<file path="src/rtl/df_stage.sv">
// Data-fetch stage: latches execute results, runs one data-SRAM access per
// instruction over req/addr_ok/data_ok, and extends load data for writeback.
module df_stage #(
   parameter int unsigned STALL_WD = 6
) (
   input  logic                clk,
   input  logic                resetn,
   input  logic [STALL_WD-1:0] stall,
   output logic                stallreq_for_df,

   input  logic [31:0]         ex_pc,
   input  logic [31:0]         ex_result,
   input  logic [7:0]          ex_mem_op,
   input  logic                ex_mem_en,
   input  logic [3:0]          ex_mem_wstrb,
   input  logic [31:0]         ex_mem_wdata,
   input  logic                ex_rf_we,
   input  logic [4:0]          ex_rf_waddr,
   input  logic [65:0]         ex_hilo,

   output logic                data_req,
   output logic                data_wr,
   output logic [3:0]          data_wstrb,
   output logic [31:0]         data_addr,
   output logic [31:0]         data_wdata,
   input  logic                data_addr_ok,
   input  logic                data_data_ok,
   input  logic [31:0]         data_rdata,

   output logic [31:0]         df_pc,
   output logic                df_rf_we,
   output logic [4:0]          df_rf_waddr,
   output logic [31:0]         df_rf_wdata,
   output logic [65:0]         df_hilo,
   output logic [38:0]         df_fwd
);

   localparam logic [1:0] S_IDLE = 2'd0;
   localparam logic [1:0] S_ADDR = 2'd1;
   localparam logic [1:0] S_WAIT = 2'd2;
   localparam logic [1:0] S_DONE = 2'd3;

   typedef struct packed {
      logic [31:0] pc;
      logic [31:0] result;
      logic [4:0]  ld_op;   // {lb,lbu,lh,lhu,lw}
      logic        mem_en;
      logic [3:0]  wstrb;
      logic [31:0] wdata;
      logic        rf_we;
      logic [4:0]  waddr;
      logic [65:0] hilo;
   } stage_t;

   stage_t      stage_q, stage_d;
   logic [1:0]  state_q, state_d;
   logic [31:0] rbuf_q, rbuf_d;

   logic [7:0]  ld_byte;
   logic [15:0] ld_half;
   logic [31:0] ld_data;
   logic        is_load;

   logic unused_ok;
   assign unused_ok = &{1'b0, stall[3:0], ex_mem_op[2:0]};

   always_comb begin
      stage_d = stage_q;
      state_d = state_q;
      rbuf_d  = rbuf_q;
      case (state_q)
         S_ADDR: if (data_addr_ok) state_d = S_WAIT;
         S_WAIT: begin
            if (data_data_ok) begin
               rbuf_d  = data_rdata;
               state_d = S_DONE;
            end
         end
         default: ;
      endcase
      // A newly latched instruction (or bubble) overrides the handshake progress.
      if (!stall[4]) begin
         stage_d.pc     = ex_pc;
         stage_d.result = ex_result;
         stage_d.ld_op  = ex_mem_op[7:3];
         stage_d.mem_en = ex_mem_en;
         stage_d.wstrb  = ex_mem_wstrb;
         stage_d.wdata  = ex_mem_wdata;
         stage_d.rf_we  = ex_rf_we;
         stage_d.waddr  = ex_rf_waddr;
         stage_d.hilo   = ex_hilo;
         state_d        = ex_mem_en ? S_ADDR : S_DONE;
      end else if (!stall[5]) begin
         stage_d = '0;
         state_d = S_DONE;
      end
   end

   always_ff @(posedge clk or negedge resetn) begin
      if (!resetn) begin
         stage_q <= '0;
         state_q <= S_IDLE;
         rbuf_q  <= '0;
      end else begin
         stage_q <= stage_d;
         state_q <= state_d;
         rbuf_q  <= rbuf_d;
      end
   end

   assign stallreq_for_df = stage_q.mem_en & ((state_q == S_ADDR) | (state_q == S_WAIT));

   assign data_req   = (state_q == S_ADDR);
   assign data_wr    = |stage_q.wstrb;
   assign data_wstrb = stage_q.wstrb;
   assign data_addr  = {stage_q.result[31:2], 2'b00};
   assign data_wdata = stage_q.wdata;

   always_comb begin
      case (stage_q.result[1:0])
         2'd0:    ld_byte = rbuf_q[7:0];
         2'd1:    ld_byte = rbuf_q[15:8];
         2'd2:    ld_byte = rbuf_q[23:16];
         default: ld_byte = rbuf_q[31:24];
      endcase
      ld_half = stage_q.result[1] ? rbuf_q[31:16] : rbuf_q[15:0];
      ld_data = rbuf_q;
      if (stage_q.ld_op[4])      ld_data = {{24{ld_byte[7]}}, ld_byte};
      else if (stage_q.ld_op[3]) ld_data = {24'h0, ld_byte};
      else if (stage_q.ld_op[2]) ld_data = {{16{ld_half[15]}}, ld_half};
      else if (stage_q.ld_op[1]) ld_data = {16'h0, ld_half};
   end

   assign is_load     = |stage_q.ld_op;
   assign df_pc       = stage_q.pc;
   assign df_rf_waddr = stage_q.waddr;
   assign df_rf_wdata = is_load ? ld_data : stage_q.result;
   // Write enables are suppressed while the access is outstanding so bypass never sees a partial result.
   assign df_rf_we    = stage_q.rf_we & ~stallreq_for_df;
   assign df_hilo     = {stage_q.hilo[65] & ~stallreq_for_df, stage_q.hilo[64:33],
                         stage_q.hilo[32] & ~stallreq_for_df, stage_q.hilo[31:0]};
   assign df_fwd      = {is_load, df_rf_we, df_rf_waddr, df_rf_wdata};

endmodule

</file>
<file path="config.mk">
export PLATFORM = sky130hd
export DESIGN_NAME = df_stage
export DESIGN_NICKNAME = d
export VERILOG_FILES = /design/src/rtl/df_stage.sv
export SDC_FILE = /design/constraint.sdc
export NUM_CORES = 1
export LEC_CHECK = 0
export BUFFER_PORTS_ARGS = -buffer_cell sky130_fd_sc_hd__buf_2
export CAP_MARGIN = 0
export CORE_AREA = 2 2 181 183
export DETAILED_ROUTE_END_ITERATION = 8
export DIE_AREA = 0 0 183 185
export GPL_ROUTABILITY_DRIVEN = 0
export PLACE_DENSITY = 0.61
export SLEW_MARGIN = 20
export SYNTH_ARGS = -nofsm -noshare
export SYNTH_HDL_FRONTEND = slang
export SYNTH_SLANG_ARGS = --single-unit
</file>
<file path="constraint.sdc">
create_clock -name clk -period 5.7 [get_ports clk]
set_input_delay 0.285 -clock clk [delete_from_list [all_inputs] [get_ports clk]]
set_output_delay 0.285 -clock clk [all_outputs]
set_load 0.02 [all_outputs]
</file>
## Word-level counts from Yosys, hierarchy flattened

Cells that the tools add are included.

| word-level totals | value |
|---|---|
| register bits | 212 |
| input bits | 223 |

| cells by class | value |
|---|---|
| bitwise logic cells | 6 |
| eq/ne operators | 8 |
| reduce and logical (&&, ||, !) cells | 5 |
| multiplexer cells | 15 |

Operator list:

| cell | count |
|---|---|
| 2-to-1 mux 178 bit | 2 |
| 2-to-1 mux 32 bit | 5 |
| one-hot mux 8 bit (3 select lines) | 1 |
| 2-to-1 mux 16 bit | 1 |
| 2-to-1 mux 2 bit | 5 |
| OR reduction 5 bit | 1 |
| AND 1 bit | 4 |
| equality test 2 x 1 -> 1 bit, second input constant | 2 |
| equality test 2 bit, second input constant | 2 |
| != test 4 x 2 -> 1 bit, second input constant | 1 |
| != test 4 x 3 -> 1 bit, second input constant | 1 |
| != test 4 bit, second input constant | 1 |
| one-hot mux 2 bit (2 select lines) | 1 |
| OR reduction 4 bit | 1 |
| AND reduction 3 bit | 1 |
| zero test 2 bit | 1 |
| != test 2 bit, second input constant | 1 |
| AND reduction 2 bit | 1 |
| NOT 1 bit | 1 |
| OR 1 bit | 1 |

## Logic depth before layout (Yosys ltp)

| depth | value |
|---|---|
| depth after elaboration | 6 |
| depth in mapped cells | 8 |
| depth with buffers taken out | 5 |

## Least setup slack after synthesis

No wires, ideal clock.

| path | value |
|---|---|
| path kind | reg2out |
| from | register stage_q[115] (netlist name) |
| to | output port df_rf_wdata[1] |
| setup slack | 3,314 ps |
| arrival | 2,101 ps |
| cell stages (with the launch flop) | 7 |
| cell sequence | dfrtp_1 -> clkbuf_1 -> buf_2 -> o21ai_1 -> mux2i_1 -> a221oi_1 -> buf_4 |

| between the ends | value |
|---|---|
| word-level cells in the longest chain between the ends | 6 |
| elaborated cells on any way between the ends | 10 |
| those cells by class | 2 x eq/ne; 7 x mux; 1 x reduce/logical |

Ends and longest elaborated chain:

| what | RTL line | source |
|---|---|---|
| start: declaration | 55 | `stage_t stage_q, stage_d;` |
| start signal: assignment | 105 | `stage_q <= stage_d;` |
| 2-to-1 mux 16 bit | 126 | `ld_half = stage_q.result[1] ? rbuf_q[31:16] : rbuf_q[15:0];` |
| 2-to-1 mux 32 bit | 131 | `else if (stage_q.ld_op[1]) ld_data = {16'h0, ld_half};` |
| 2-to-1 mux 32 bit | 130 | `else if (stage_q.ld_op[2]) ld_data = {{16{ld_half[15]}}, ld_half};` |
| 2-to-1 mux 32 bit | 129 | `else if (stage_q.ld_op[3]) ld_data = {24'h0, ld_byte};` |
| 2-to-1 mux 32 bit | 128 | `if (stage_q.ld_op[4]) ld_data = {{24{ld_byte[7]}}, ld_byte};` |
| 2-to-1 mux 32 bit (*) | 137 | `assign df_rf_wdata = is_load ? ld_data : stage_q.result;` |
| end: declaration | 33 | `output logic [31:0] df_rf_wdata,` |

Every way passes the cells marked *; elsewhere a longest branch is shown, timed or not.

## Worst setup path in the final report

| path | value |
|---|---|
| from | register stage_q[114] (netlist name) |
| to | output port df_rf_wdata[30] |

| between the ends | value |
|---|---|
| word-level cells in the longest chain between the ends | 4 |
| elaborated cells on any way between the ends | 6 |
| those cells by class | 2 x eq/ne; 3 x mux; 1 x reduce/logical |

Ends and longest elaborated chain:

| what | RTL line | source |
|---|---|---|
| equality test 2 bit, or another cell as far along | 120 | `case (stage_q.result[1:0])` |
| one-hot mux 8 bit (3 select lines) (*) | 120 |  |
| 2-to-1 mux 32 bit (*) | 128 |  |
| 2-to-1 mux 32 bit (*) | 137 |  |

Marked as above.

==> impl_metrics.toml <==
[outcome]
status = "completed"

[worst_setup_path]
critPathCaptureType = "output port"
crit_arrival_ns = 3.13
critPathBufInv = 1
path_class = "reg2out"
critPathLaunchType = "flop"
crit_path_cell_trace = "mux2_2, a22oi_1, a32oi_1, buf_2"
crit_family = "compound AO/OA/AOI/OAI gates"
max_stage_delay_ns = 0.87
crit_fanout = 18
cp_slowest_cell = "dfrtp_1"
cp.required_ns = 5.41

[pwr]
leakage_nw = 7.88
power.total_mw = 4.75
peakVddDrop_uv = 197
cellPowerDensity_mw_per_mm2 = 323

[routing]
routed.top_layer = "met5"
routedWlPerCell_um = 16.2
met1_length_mm = 13.0
vias_per_cell = 4.55
wl_met2_mm = 16.4
antenna_left = 0
drt-initial-drc-count = 436
dr.pass1.iters = 5
met3_length_mm = 2.23
num_vias = 9209
routed_wl_mm = 32.8
drc = 0

[sta]
slew_violations = 0
fin_worst_skew_ns = 0.00998
period_needed_ns = 3.42
rsz0062_at_grt = "false"
fin_ws_ns = 2.28
maxSlewHeadroom = 0.362
hold_viol = 0
period_share = 0.600
worst_slew_pin_slew_ns = 0.957
fin_setup_tns_ns = 0
fmax_mhz = 293
finalSetupViolCount = 0

[clock_tree]
cts_buffer_depth = 3
cts.sinks = 212
path_clk_slew_ns = 0.06
root_buffer = "clkbuf_16"
clock_latency_ns = 0.52
post_cts_buffers = 0
cts_hold_buf = 190
cts_resized = 0
cts_tree = "done"
cts_buffers = 25
htreeDepth = 1

[place]
place_ws_ns = 2.80
port_buffers = 459
placed_area_mm2 = 0.0119
dpl.hpwl_mm = 21.4
dpl.cell_count = 1788

[yosys]
synth_top_area_cell = "dfrtp_1"
ys_top_cells_by_count = "dfrtp_1, buf_4, inv_1"
synth.top_cells.by_area = "dfrtp_1, buf_4, o21ai_0"
synth.top_cell.area_share = 0.492
synth_edf_count = 0
yosysMostFrequentCell = "dfrtp_1"
ys.flop_type = "dfrtp_1"
syn_inst = 1178
synthDistinctLibCells = 37
netlist_area_mm2 = 0.0108
yosysSeqAreaShare = 0.492
yosysWarnings = 0
ys_ff_latch = 212
syn_avg_cell_area_um2 = 9.16
synth-async-reset-ratio = 1.00

[cells_and_area]
nets = 1822
final_cells = 2026
final_layout_size_suffix_gt1_frac = 0.351
design_area_mm2 = 0.0147
area_growth_pct = 36.0

[global_routing]
grt_pass1_wl_mm = 50.0
grt_usage = 0.186
grt_max_degree = 118
grt_pass1_vias = 9223
grt_overflow_total = 0
antenna_found_initial = 3

[floorplan]
initial_utilization = 0.337
floorplan.rows = 66
die-area_mm2 = 0.0339
die_y_um = 185
core_area_mm2 = 0.0320
die_w_um = 183
ios = 469

[job]
maxCapViolCount = 0

[hold_path]
hold_class = "in2reg"
## stage by stage
| stage | hold WS, ns | util |
|---|---|---|
| CTS | 0.00285 | 0.458 |
| finish | 0.0139 | 0.458 |
| global placement | 0.358 | 0.371 |
| global route | 0.00612 | 0.458 |
| floorplan | -0.0106 | - |
| detailed placement | 0.362 | 0.371 |
## registers in the layout (all words and copies together) (netlist names)
register / flops
stage_q: 11
data_addr: 30
df_rf_waddr: 5
rbuf_q: 32
state_q: 2
data_wdata: 32
df_pc: 32
data_wstrb: 4
df_hilo: 64
## routing by layer
| metal | vias to the layer above | global-route usage |
|---|---|---|
| met2 | 411 | 0.326 |
| met1 | 4353 | 0.222 |
| li1 | 4371 | - |
| met4 | 2 | 0.0774 |
| met3 | 72 | 0.0391 |
| met5 | - | 0 |
## cell usage in the layout (no fill, tap or decap), types with 2 or more instances in the layout
master,count
o221ai_1,10
nand2b_1,2
nand2_1,175
conb_1,2
o21ai_1,2
inv_1,189
a2bb2oi_1,25
ha_1,2
o21ai_0,187
mux2_2,53
and2_1,5
o22ai_1,13
o31a_1,2
dlygate4sd3_1,190
dfrtp_1,212
clkbuf_8,9
mux2i_1,10
bufinv_16,2
buf_2,457
diode_2,2
nor2_1,2
clkbuf_16,25
inv_6,3
a221oi_1,6
clkinv_2,5
buf_12,2
o22a_1,2
nor2b_1,2
buf_4,5
## path summary, 6_finish.rpt
path                                      from  slack (ns)  cells after the start              end
worst max-delay path              stage_q[114]        2.28                      4  df_rf_wdata[30]
worst min-delay path                 ex_mem_en        0.01                      3     stage_q[108]
worst max register to register      state_q[0]        4.07                      5        rbuf_q[6]
worst min register to register  data_wdata[30]        0.47                      2   data_wdata[30]
max in group asynchronous               resetn        4.17                      3    data_wdata[2]
min in group asynchronous               resetn        0.36                      2         df_pc[9]
## cell type report
cell class	instances	area [um^2]
multi-input cells	513	2990
inverters	190	713
well taps	408	510
fillers	3001	17400
repair buffers	655	4280
clock inverters	11	120
flip-flops and latches	212	5310
clock buffers	35	753
diodes	2	5.00
## power breakdown
part	switching (mW)	internal, mW	leakage [nW]
logic	0.686	0.513	4.78
registers	0.189	1.69	2.66
clock network	0.659	1.01	0.440
total	1.53	3.21	7.88
## cell families after synthesis
| family | count (synthesis) | synth area share |
|---|---|---|
| buffers and inverters | 454 | 0.232 |
| AOI/OAI and AO/OA | 253 | 0.136 |
| DFF | 212 | 0.492 |
| and+or+nand+nor | 192 | 0.0712 |
| muxes | 64 | 0.0660 |
| adders and majority gates | 2 | 0.00232 |
| other | 1 | 0.000347 |
## tightest hold or removal path: stages
cell	delay (ns)
buf_2	0.08
nand2b_1	0.08
nand2_1	0.06
(Power assumes the default switching activity.)
